`config.mk`:
```
export PLATFORM = sky130hd
export DESIGN_NAME = spi_acl_master
export DESIGN_NICKNAME = d
export VERILOG_FILES = /design/src/rtl/acl_spi_pkg.sv /design/src/rtl/spi_sclk_gen.sv /design/src/rtl/spi_acl_master.sv
export SDC_FILE = /design/constraint.sdc
export NUM_CORES = 1
export LEC_CHECK = 0
export BUFFER_PORTS_ARGS = -buffer_cell sky130_fd_sc_hd__buf_2
export CAP_MARGIN = 0
export CORE_ASPECT_RATIO = 1.4
export CORE_UTILIZATION = 36
export DETAILED_ROUTE_END_ITERATION = 8
export GPL_TIMING_DRIVEN = 0
export PLACE_DENSITY = 0.52
export SYNTH_ARGS = -nofsm -noshare
export SYNTH_HDL_FRONTEND = slang
export SYNTH_SLANG_ARGS = --single-unit
```
`constraint.sdc`:
```
create_clock -name clk -period 2.7 [get_ports clk]
set_input_delay 0.135 -clock clk [delete_from_list [all_inputs] [get_ports clk]]
set_output_delay 0.135 -clock clk [all_outputs]
set_load 0.02 [all_outputs]
```
`src/rtl/acl_spi_pkg.sv`:
```
// Shared types and constants for the ACL2 (ADXL362) SPI master: opcodes,
// instruction bytes, register map and FSM state encoding.
package acl_spi_pkg;

  typedef enum logic [1:0] {
    OP_REG_READ  = 2'b00,
    OP_FIFO_READ = 2'b01,
    OP_WRITE     = 2'b10,
    OP_RESERVED  = 2'b11
  } acl_op_t;

  localparam logic [7:0] INSTR_REG_READ  = 8'h0B;
  localparam logic [7:0] INSTR_FIFO_READ = 8'h0D;
  localparam logic [7:0] INSTR_WRITE     = 8'h0A;

  localparam logic [7:0] REG_XDATA        = 8'h08;
  localparam logic [7:0] REG_YDATA        = 8'h09;
  localparam logic [7:0] REG_ZDATA        = 8'h0A;
  localparam logic [7:0] REG_FIFO_CONTROL = 8'h28;
  localparam logic [7:0] REG_FIFO_SAMPLES = 8'h29;
  localparam logic [7:0] REG_POWER_CTL    = 8'h2D;

  typedef enum logic [2:0] {
    ST_IDLE,
    ST_INSTR,
    ST_ADDR,
    ST_DATA,
    ST_CS_HOLD,
    ST_GAP,
    ST_ERR
  } state_t;

  function automatic logic [7:0] instr_byte(input acl_op_t op);
    case (op)
      OP_REG_READ:  return INSTR_REG_READ;
      OP_FIFO_READ: return INSTR_FIFO_READ;
      OP_WRITE:     return INSTR_WRITE;
      default:      return 8'h00;
    endcase
  endfunction

endpackage

```
`src/rtl/spi_sclk_gen.sv`:
```
// SCLK divider: counts HALF_DIV cycles per half-period while enabled and
// flags the cycle on whose closing edge SCLK rises or falls.
module spi_sclk_gen #(
  parameter int HALF_DIV = 1221
) (
  input  logic clk,
  input  logic rst,
  input  logic en,
  input  logic run,
  output logic sclk,
  output logic rise,
  output logic fall,
  output logic tick
);

  localparam int DIV_W = (HALF_DIV > 1) ? $clog2(HALF_DIV) : 1;

  logic [DIV_W-1:0] cnt;

  // With run low the divider still times half-periods but SCLK stays put.
  assign tick = en && (cnt == DIV_W'(HALF_DIV - 1));
  assign rise = tick && run && !sclk;
  assign fall = tick && run && sclk;

  always_ff @(posedge clk or posedge rst) begin
    if (rst) begin
      cnt  <= '0;
      sclk <= 1'b0;
    end else if (!en) begin
      cnt  <= '0;
      sclk <= 1'b0;
    end else if (tick) begin
      cnt <= '0;
      if (run) sclk <= ~sclk;
    end else begin
      cnt <= cnt + DIV_W'(1);
    end
  end

endmodule

```
`src/rtl/spi_acl_master.sv`:
```
// SPI mode-0 master for the ACL2 accelerometer: register read, FIFO burst
// read and register write frames with a streaming byte interface.
module spi_acl_master
  import acl_spi_pkg::*;
#(
  parameter  int HALF_DIV  = 1221,
  parameter  int MAX_BYTES = 16,
  parameter  int CS_GAP    = 8,
  localparam int LEN_W     = $clog2(MAX_BYTES + 1)
) (
  input  logic             clk,
  input  logic             rst,
  input  logic             cmd_valid,
  output logic             cmd_ready,
  input  logic [1:0]       cmd_op,
  input  logic [7:0]       cmd_addr,
  input  logic [LEN_W-1:0] cmd_len,
  input  logic [7:0]       tx_data,
  output logic             tx_load,
  output logic [7:0]       rx_data,
  output logic             rx_valid,
  output logic             cmd_err,
  output logic             busy,
  output logic             cs,
  output logic             sclk,
  output logic             mosi,
  input  logic             miso,
  output state_t           dbg_state
);

  localparam int GAP_W = $clog2(CS_GAP + 1);

  // Command handshake: a command is taken on any cycle where cmd_valid and
  // cmd_ready are both high; cmd_ready is high only in IDLE once out of reset.

  state_t           state, state_nx;
  acl_op_t          op_q;
  logic [7:0]       addr_q;
  logic [LEN_W-1:0] len_q, len_eff, byte_cnt;
  logic [2:0]       bit_cnt;
  logic [GAP_W-1:0] gap_cnt;
  logic [7:0]       tx_sr;
  logic [6:0]       rx_sr;
  logic [7:0]       instr;
  logic             started;
  logic             sclk_en, sclk_run, rise, fall, tick;
  logic             accept, byte_done, last_byte, is_write;

  spi_sclk_gen #(.HALF_DIV(HALF_DIV)) u_sclk (
    .clk  (clk),
    .rst  (rst),
    .en   (sclk_en),
    .run  (sclk_run),
    .sclk (sclk),
    .rise (rise),
    .fall (fall),
    .tick (tick)
  );

  always_comb begin
    len_eff = cmd_len;
    if (cmd_len == '0)                        len_eff = LEN_W'(1);
    else if (cmd_len > LEN_W'(MAX_BYTES))     len_eff = LEN_W'(MAX_BYTES);
  end

  assign instr     = instr_byte(acl_op_t'(cmd_op));
  assign cmd_ready = started && (state == ST_IDLE);
  assign accept    = cmd_valid && cmd_ready;
  assign byte_done = fall && (bit_cnt == 3'd7);
  assign last_byte = (byte_cnt == len_q - LEN_W'(1));
  assign is_write  = (op_q == OP_WRITE);
  assign mosi      = tx_sr[7];
  assign dbg_state = state;

  // The payload byte is popped on the same falling edge that shifts out its MSB.
  assign tx_load = byte_done && is_write &&
                   ((state == ST_ADDR) || ((state == ST_DATA) && !last_byte));

  always_ff @(posedge clk or posedge rst) begin
    if (rst) state <= ST_IDLE;
    else     state <= state_nx;
  end

  always_comb begin
    state_nx = state;
    sclk_en  = 1'b0;
    sclk_run = 1'b0;
    busy     = 1'b0;
    cmd_err  = 1'b0;
    case (state)
      ST_IDLE: begin
        if (accept) state_nx = (cmd_op == OP_RESERVED) ? ST_ERR : ST_INSTR;
      end
      ST_INSTR: begin
        sclk_en  = 1'b1;
        sclk_run = 1'b1;
        busy     = 1'b1;
        if (byte_done) state_nx = (op_q == OP_FIFO_READ) ? ST_DATA : ST_ADDR;
      end
      ST_ADDR: begin
        sclk_en  = 1'b1;
        sclk_run = 1'b1;
        busy     = 1'b1;
        if (byte_done) state_nx = ST_DATA;
      end
      ST_DATA: begin
        sclk_en  = 1'b1;
        sclk_run = 1'b1;
        busy     = 1'b1;
        if (byte_done && last_byte) state_nx = ST_CS_HOLD;
      end
      ST_CS_HOLD: begin
        sclk_en = 1'b1;
        busy    = 1'b1;
        if (tick) state_nx = ST_GAP;
      end
      ST_GAP: begin
        busy = 1'b1;
        if (gap_cnt == GAP_W'(CS_GAP - 1)) state_nx = ST_IDLE;
      end
      ST_ERR: begin
        cmd_err  = 1'b1;
        state_nx = ST_IDLE;
      end
      default: state_nx = ST_IDLE;
    endcase
  end

  always_ff @(posedge clk or posedge rst) begin
    if (rst) begin
      started  <= 1'b0;
      op_q     <= OP_REG_READ;
      addr_q   <= '0;
      len_q    <= LEN_W'(1);
      byte_cnt <= '0;
      bit_cnt  <= '0;
      gap_cnt  <= '0;
      tx_sr    <= '0;
      rx_sr    <= '0;
      rx_data  <= '0;
      rx_valid <= 1'b0;
      cs       <= 1'b1;
    end else begin
      started  <= 1'b1;
      rx_valid <= 1'b0;

      if (accept && (cmd_op != OP_RESERVED)) begin
        op_q     <= acl_op_t'(cmd_op);
        addr_q   <= cmd_addr;
        len_q    <= len_eff;
        tx_sr    <= instr;
        bit_cnt  <= '0;
        byte_cnt <= '0;
        cs       <= 1'b0;
      end

      if (rise) begin
        rx_sr <= {rx_sr[5:0], miso};
        if ((state == ST_DATA) && (bit_cnt == 3'd7) && !is_write) begin
          rx_data  <= {rx_sr, miso};
          rx_valid <= 1'b1;
        end
      end

      if (fall) begin
        if (bit_cnt != 3'd7) begin
          bit_cnt <= bit_cnt + 3'd1;
          tx_sr   <= {tx_sr[6:0], 1'b0};
        end else begin
          bit_cnt <= '0;
          case (state)
            ST_INSTR: tx_sr <= (op_q == OP_FIFO_READ) ? 8'h00 : addr_q;
            ST_ADDR:  tx_sr <= is_write ? tx_data : 8'h00;
            ST_DATA: begin
              byte_cnt <= byte_cnt + LEN_W'(1);
              tx_sr    <= (is_write && !last_byte) ? tx_data : 8'h00;
            end
            default: tx_sr <= 8'h00;
          endcase
        end
      end

      if ((state == ST_CS_HOLD) && tick) begin
        cs    <= 1'b1;
        tx_sr <= 8'h00;
      end

      if (state == ST_GAP) gap_cnt <= gap_cnt + GAP_W'(1);
      else                 gap_cnt <= '0;
    end
  end

endmodule
```
==> results of run 1 <==
## routing by layer
| layer | up-vias | routed length [µm] |
|---|---|---|
| met5 | - | 0 |
| met4 | 0 | 175 |
| met3 | 11 | 237 |
| met2 | 42 | 4080 |
| met1 | 1366 | 3750 |
| li1 | 1372 | - |
## timing repair
item	CTS	global route
endpoints found under the hold margin	6	0
hold buffers	6	0
buffers inserted	1	0
endpoints found under the setup margin	9	25
gates cloned	0	0
pin swaps	1	0
gates resized for setup	2	7
## metrics by stage
| stage | setup slack, ns | util, % | setup TNS (ns) | hold WS [ns] |
|---|---|---|---|---|
| floorplan | 0.183 | - | 0 | 0.247 |
| global placement | -0.138 | 40.9 | -8.88 | 0.333 |
| detailed placement | -0.0308 | 40.9 | -0.229 | 0.338 |
| CTS | 0.0214 | 45.3 | 0 | 0.00243 |
| global route | 0.0134 | 45.6 | 0 | 0.0231 |
| finish | 0.137 | 45.6 | 0 | -0.0203 |
## power breakdown
part | total (mW) | internal, mW | switching, mW
Clock | 1.31 | 0.880 | 0.432
Combinational | 0.0555 | 0.0219 | 0.0336
Sequential | 1.02 | 1.02 | 0.000676
## logic make-up (layout without fill, tap and decap cells)
family          count (synthesis)  after routing  synth area share, %
buf+inv                        33            101                 4.11
compound gates                 65             65                 13.7
other cells                     1              1                0.107
simple gates                  145            145                 20.3
fa+ha+maj                       8              8                 2.86
mux                            19             19                 6.04
flops                          68             68                 48.6
xor+xnor                       17             17                 4.25
## layout make-up
class                      count  area, µm²
tap                          110        138
sequential                    68       1700
timing repair buffer          52        293
inverter                      17       66.3
fill                         950       5150
multi-input combinational    255       1690
clock inverter                 4       70.1
clock buffer                  12        267
buffer                        16       81.3
## sequential cells by signal, indices dropped and copies added, names as in the netlist
name	cells
u_sclk.cnt	11
addr_q	8
rx_data	8
tx_sr	8
rx_sr	7
byte_cnt	5
len_q	5
gap_cnt	4
bit_cnt	3
dbg_state	3
op_q	2
cs	1
rx_valid	1
started	1
u_sclk.sclk	1
## cell usage in the layout, fill, tap and decap left out, types with 2 or more instances in the layout
master / instances
clkbuf_1: 9
clkinv_2: 2
a31oi_1: 7
nand2_1: 60
xor2_1: 8
nor3_1: 10
nor4bb_1: 2
or3_1: 3
bufinv_16: 2
mux2_2: 17
a41o_1: 2
o31ai_1: 7
nor4_1: 2
a21oi_1: 12
a211oi_1: 3
nand4_1: 3
dlygate4sd3_1: 6
nand3b_1: 5
and2_1: 2
xnor2_1: 9
dfrtp_1: 66
inv_1: 15
o21ai_0: 9
mux2i_1: 2
dfstp_2: 2
a22o_1: 4
or3b_1: 2
nand3_1: 12
clkbuf_16: 9
buf_6: 2
a21o_1: 5
and3_1: 3
nor2b_1: 3
buf_2: 50
ha_1: 8
clkbuf_8: 3
nor2_1: 24
## critical path, cell delays in order, from the launching register on
cell and delay (ns):
dfrtp_1 0.43, or4b_4 0.60, a2111oi_4 0.37, and2b_1 0.18, buf_6 0.15, o2111a_1 0.23
buf_6 0.15, mux2_2 0.34
## path summary, 6_finish.rpt
path,end,cells after the start
max,rx_data[2],7
max reg2reg,rx_data[2],7
min,u_sclk.cnt[7],2
max in group asynchronous,tx_sr[2],2
min in group clk,addr_q[5],3
min reg2reg,cs,2
==> results.sh, run 1 <==
export IMPL_status="finished with violations"
export IMPL_violations="negative hold slack"
export IMPL_antenna_left=0
export IMPL_ys_warn_count=0
export IMPL_dp_cells=511
export IMPL_drive_above_1_share_pct=24.1
export IMPL_antenna_found_initial=0
export IMPL_grt_use_total_pct=18.4
export IMPL_boundaryPins=46
export IMPL_grt_remaining_overflow=0
export IMPL_startpoint_type="flip-flop"
export IMPL_cts_sinks=68
export IMPL_syn2layout_area_growth_pct=23.1
export IMPL_r2r_slack_ns=0.14
export IMPL_firstDrtPassIters=4
export IMPL_fin_skew_ns=0.00710
export IMPL_stdcell_count=534
export IMPL_rows=42
export IMPL_p_total_mw=2.39
export IMPL_grt_pass1_vias=2945
export IMPL_critPathCaptureType="flip-flop"
export IMPL_final_period_utilization_pct=94.9
export IMPL_routabilityCongestion=0.763
export IMPL_synth_top_cell_by_area="dfrtp_1"
export IMPL_reg2reg_from="u_sclk.cnt[5]"
export IMPL_vias_per_cell=5.23
export IMPL_slew_headroom_pct=42.1
export IMPL_detail_route_wl_per_cell_um=15.4
export IMPL_critPathKind="flip-flop to flip-flop"
export IMPL_use_met2_pct=30.3
export IMPL_antennaDiodeCount=0
export IMPL_min_path_type="primary input to async pin"
export IMPL_worst_ep_required_time_ns=2.92
export IMPL_numCtsBuffers=9
export IMPL_core_area_um2=9460
export IMPL_worstMarginPinSlew_ns=0.868
export IMPL_cts_path_max_buffers=2
export IMPL_dieWidth_um=85.4
export IMPL_timing_final_crit_period_ns=2.56
export IMPL_portBuffers=45
export IMPL_nets=454
export IMPL_place_hpwl_mm=5.83
export IMPL_ys_seq_elements=68
export IMPL_die_area_um2=10100
export IMPL_synth_edf_count=0
export IMPL_p_per_area_nw_per_um2=554
export IMPL_synth_top_area_share_pct=47.1
export IMPL_cts_tree="built"
export IMPL_power_static_leakage_nw=2.07
export IMPL_final_hold_viol_count=19
export IMPL_die_h_um=119
export IMPL_yosysSeqAreaShare_pct=48.6
export IMPL_synth_nets=391
export IMPL_yosysMostFrequentCell="dfrtp_1"
export IMPL_slew_violations=0
export IMPL_arrival_ns=2.78
export IMPL_via_count=2791
export IMPL_drtIter0Drc=99
export IMPL_met3_usage_pct=3.56
export IMPL_grt_met1_usage_pct=23.3
export IMPL_cts_clk_slew_worst_paths_ns=0.05
export IMPL_drv_cap=0
export IMPL_fin_area_um2=4310
export IMPL_clock_latency_ns=0.34
export IMPL_synthArstFlopShare_pct=100
export IMPL_grt_busiest_layer="met2"
export IMPL_grt_max_degree=69
export IMPL_cp_startpoint="u_sclk.cnt[5]"
export IMPL_setup_viol=0
export IMPL_syn_inst=356
export IMPL_rsz0062_at_grt="no"
export IMPL_yosys_most_used_dff="dfrtp_1"
export IMPL_synth_area_top_cells="dfrtp_1, nand2_1, mux2_2, ha_1, nor2_1"
export IMPL_ir_worst_vdd_mv=0.392
export IMPL_grt_pass1_wl_mm=14.4
export IMPL_cts_root_buf="clkbuf_16"
export IMPL_cts_htree_levels=3
export IMPL_path_max_fanout=9
export IMPL_synth_avg_cell_area_um2=9.84
export IMPL_synthTopCellsByCount="dfrtp_1, nand2_1, nor2_1, mux2_2, inv_1"
export IMPL_yosysUniqueCellTypes=61
export IMPL_hold_ws_ns=-0.0203
export IMPL_start_util_pct=37.0
export IMPL_placed_area_um2=3870
export IMPL_routed_wl_mm=8.24
export IMPL_fmax_ghz=0.390
export IMPL_drc_errors=0
export IMPL_synthesis_area_um2=3500
(Power assumes the default switching activity.)
==> run 2: changes to the inputs <==
==> constraint.sdc (replaced) <==
create_clock -name clk -period 2.7 [get_ports clk]
set_input_delay 0.27 -clock clk [delete_from_list [all_inputs] [get_ports clk]]
set_output_delay 0.27 -clock clk [all_outputs]
set_load 0.02 [all_outputs]
==> results.sh, run 2 (synthesis gave the netlist of run 1 again) <==
export IMPL_ir_worst_vdd_mv=0.392
export IMPL_die_area_um2=10100
export IMPL_layout_common_cells="dfrtp_1, nand2_1, buf_2, nor2_1, mux2_2"
export IMPL_core_area_um2=9460
export IMPL_fillers=953
export IMPL_boundaryPins=46
export IMPL_grt_remaining_overflow=0
export IMPL_dieWidth_um=85.4
export IMPL_cpLargestDelayFamily="simple AND/OR/NAND/NOR gates"
export IMPL_drc_errors=0
export IMPL_cts_hold_buf=0
export IMPL_largest_reg_flops=11
export IMPL_crit_chain="or4b_4 -> or3_4 -> nor3_4 -> and2_1 -> buf_2"
export IMPL_rows=42
export IMPL_regMostFlops="u_sclk.cnt"
export IMPL_place_hpwl_mm=5.83
export IMPL_startpoint_type="flip-flop"
export IMPL_cts_path_max_buffers=2
export IMPL_setup_viol=0
export IMPL_nets=448
export IMPL_slew_headroom_pct=42.1
export IMPL_arrival_ns=2.32
export IMPL_power_static_leakage_nw=2.05
export IMPL_via_count=2754
export IMPL_drtIter0Drc=110
export IMPL_placed_area_um2=3870
export IMPL_critPathCaptureType="output pin"
export IMPL_portBuffers=45
export IMPL_numCtsBuffers=9
export IMPL_die_h_um=119
export IMPL_slew_violations=0
export IMPL_worstMarginPinSlew_ns=0.869
export IMPL_routed_wl_mm=8.16
export IMPL_rsz0062_at_grt="no"
export IMPL_p_per_area_nw_per_um2=560
export IMPL_slowest_stage="or4b_4"
export IMPL_grt_pass1_wl_mm=14.3
export IMPL_seq_area_um2=1700
export IMPL_critPathBufInv=1
export IMPL_cts_root_buf="clkbuf_16"
export IMPL_min_path_type="primary input to async pin"
export IMPL_cts_sinks=68
export IMPL_path_max_fanout=5
export IMPL_drive_above_1_share_pct=24.6
export IMPL_worst_ep_required_time_ns=2.43
export IMPL_final_period_utilization_pct=95.8
export IMPL_syn2layout_area_growth_pct=21.5
export IMPL_firstDrtPassIters=4
export IMPL_antenna_found_initial=0
export IMPL_grt_use_total_pct=18.4
export IMPL_cts_htree_levels=3
export IMPL_status="completed"
export IMPL_critical_path_max_stage_delay_ns=0.60
export IMPL_critPathKind="flip-flop to output pin"
export IMPL_multiInputGateArea_um2=1700
export IMPL_final_common_cell="dfrtp_1"
export IMPL_routabilityCongestion=0.763
export IMPL_p_total_mw=2.38
export IMPL_grt_max_degree=69
export IMPL_timing_final_crit_period_ns=2.59
export IMPL_antennaDiodeCount=0
export IMPL_hold_ws_ns=0.103
export IMPL_cts_clk_slew_worst_paths_ns=0.05
export IMPL_grt_pass1_vias=2935
export IMPL_cts_tree="built"
export IMPL_vias_per_cell=5.22
export IMPL_fin_area_um2=4260
export IMPL_final_hold_viol_count=0
export IMPL_drv_cap=0
export IMPL_fmax_ghz=0.387
export IMPL_antenna_left=0
export IMPL_fin_skew_ns=0.00552
export IMPL_detail_route_wl_per_cell_um=15.5
export IMPL_clock_latency_ns=0.34
export IMPL_start_util_pct=37.0
## run 2: report_power, final
part | switching, mW | internal, mW | leakage, nW
Clock | 0.432 | 0.880 | 0.169
Combinational | 0.0325 | 0.0163 | 1.00
Sequential | 0.000675 | 1.02 | 0.874
Total | 0.465 | 1.92 | 2.05
## run 2: cell type report
cell class	count	share of cell area [%]
Multi-Input combinational cell	255	39.9
Timing Repair Buffer	46	5.47
Sequential cell	68	40.0
Clock inverter	4	1.65
Tap cell	110	3.23
Clock buffer	12	6.26
Inverter	17	1.56
Buffer	16	1.91
## run 2: timing repair
action                                  in CTS  in global routing
pin swaps                                    2                  0
endpoints found under the setup margin       9                 25
resized for setup                            5                  5
buffers inserted                             1                  0
## run 2: per-layer routing
metal | up-vias | track usage [%] | wire length, µm
li1 | 1359 | - | -
met1 | 1342 | 23.2 | 3710
met2 | 43 | 30.3 | 4040
met3 | 10 | 3.56 | 232
met4 | 0 | 8.13 | 177
met5 | - | 0 | 0
## run 2: worst reg2reg max path, cell delays in order, from the launching register on
cell	delay, ns
dfrtp_1	0.43
or4b_4	0.60
a2111oi_4	0.36
and2b_1	0.18
buf_6	0.15
o2111a_1	0.23
buf_6	0.15
mux2_2	0.34
## run 2: per-stage QoR
step	worst slack, ns	instances	setup TNS [ns]	utilization, %
global route	0.00395	528	0	45.0
CTS	0.0444	528	0	44.9
detailed placement	-0.0308	511	-0.229	40.9
floorplan	0.183	356	0	-
global placement	-0.273	511	-17.79	40.9
finish	0.114	528	0	45.0
## run 2: final timing paths
path	to	start	depth (start not counted)	slack [ns]
setup / recovery	tx_load	u_sclk.cnt[5]	5	0.11
hold / removal	u_sclk.cnt[5]	rst	2	0.10
setup reg to reg	rx_data[2]	u_sclk.cnt[5]	7	0.14
hold reg to reg	cs	cs	2	0.46
max in group asynchronous	tx_sr[2]	rst	2	2.01
min in group clk	addr_q[6]	cmd_addr[6]	3	0.13
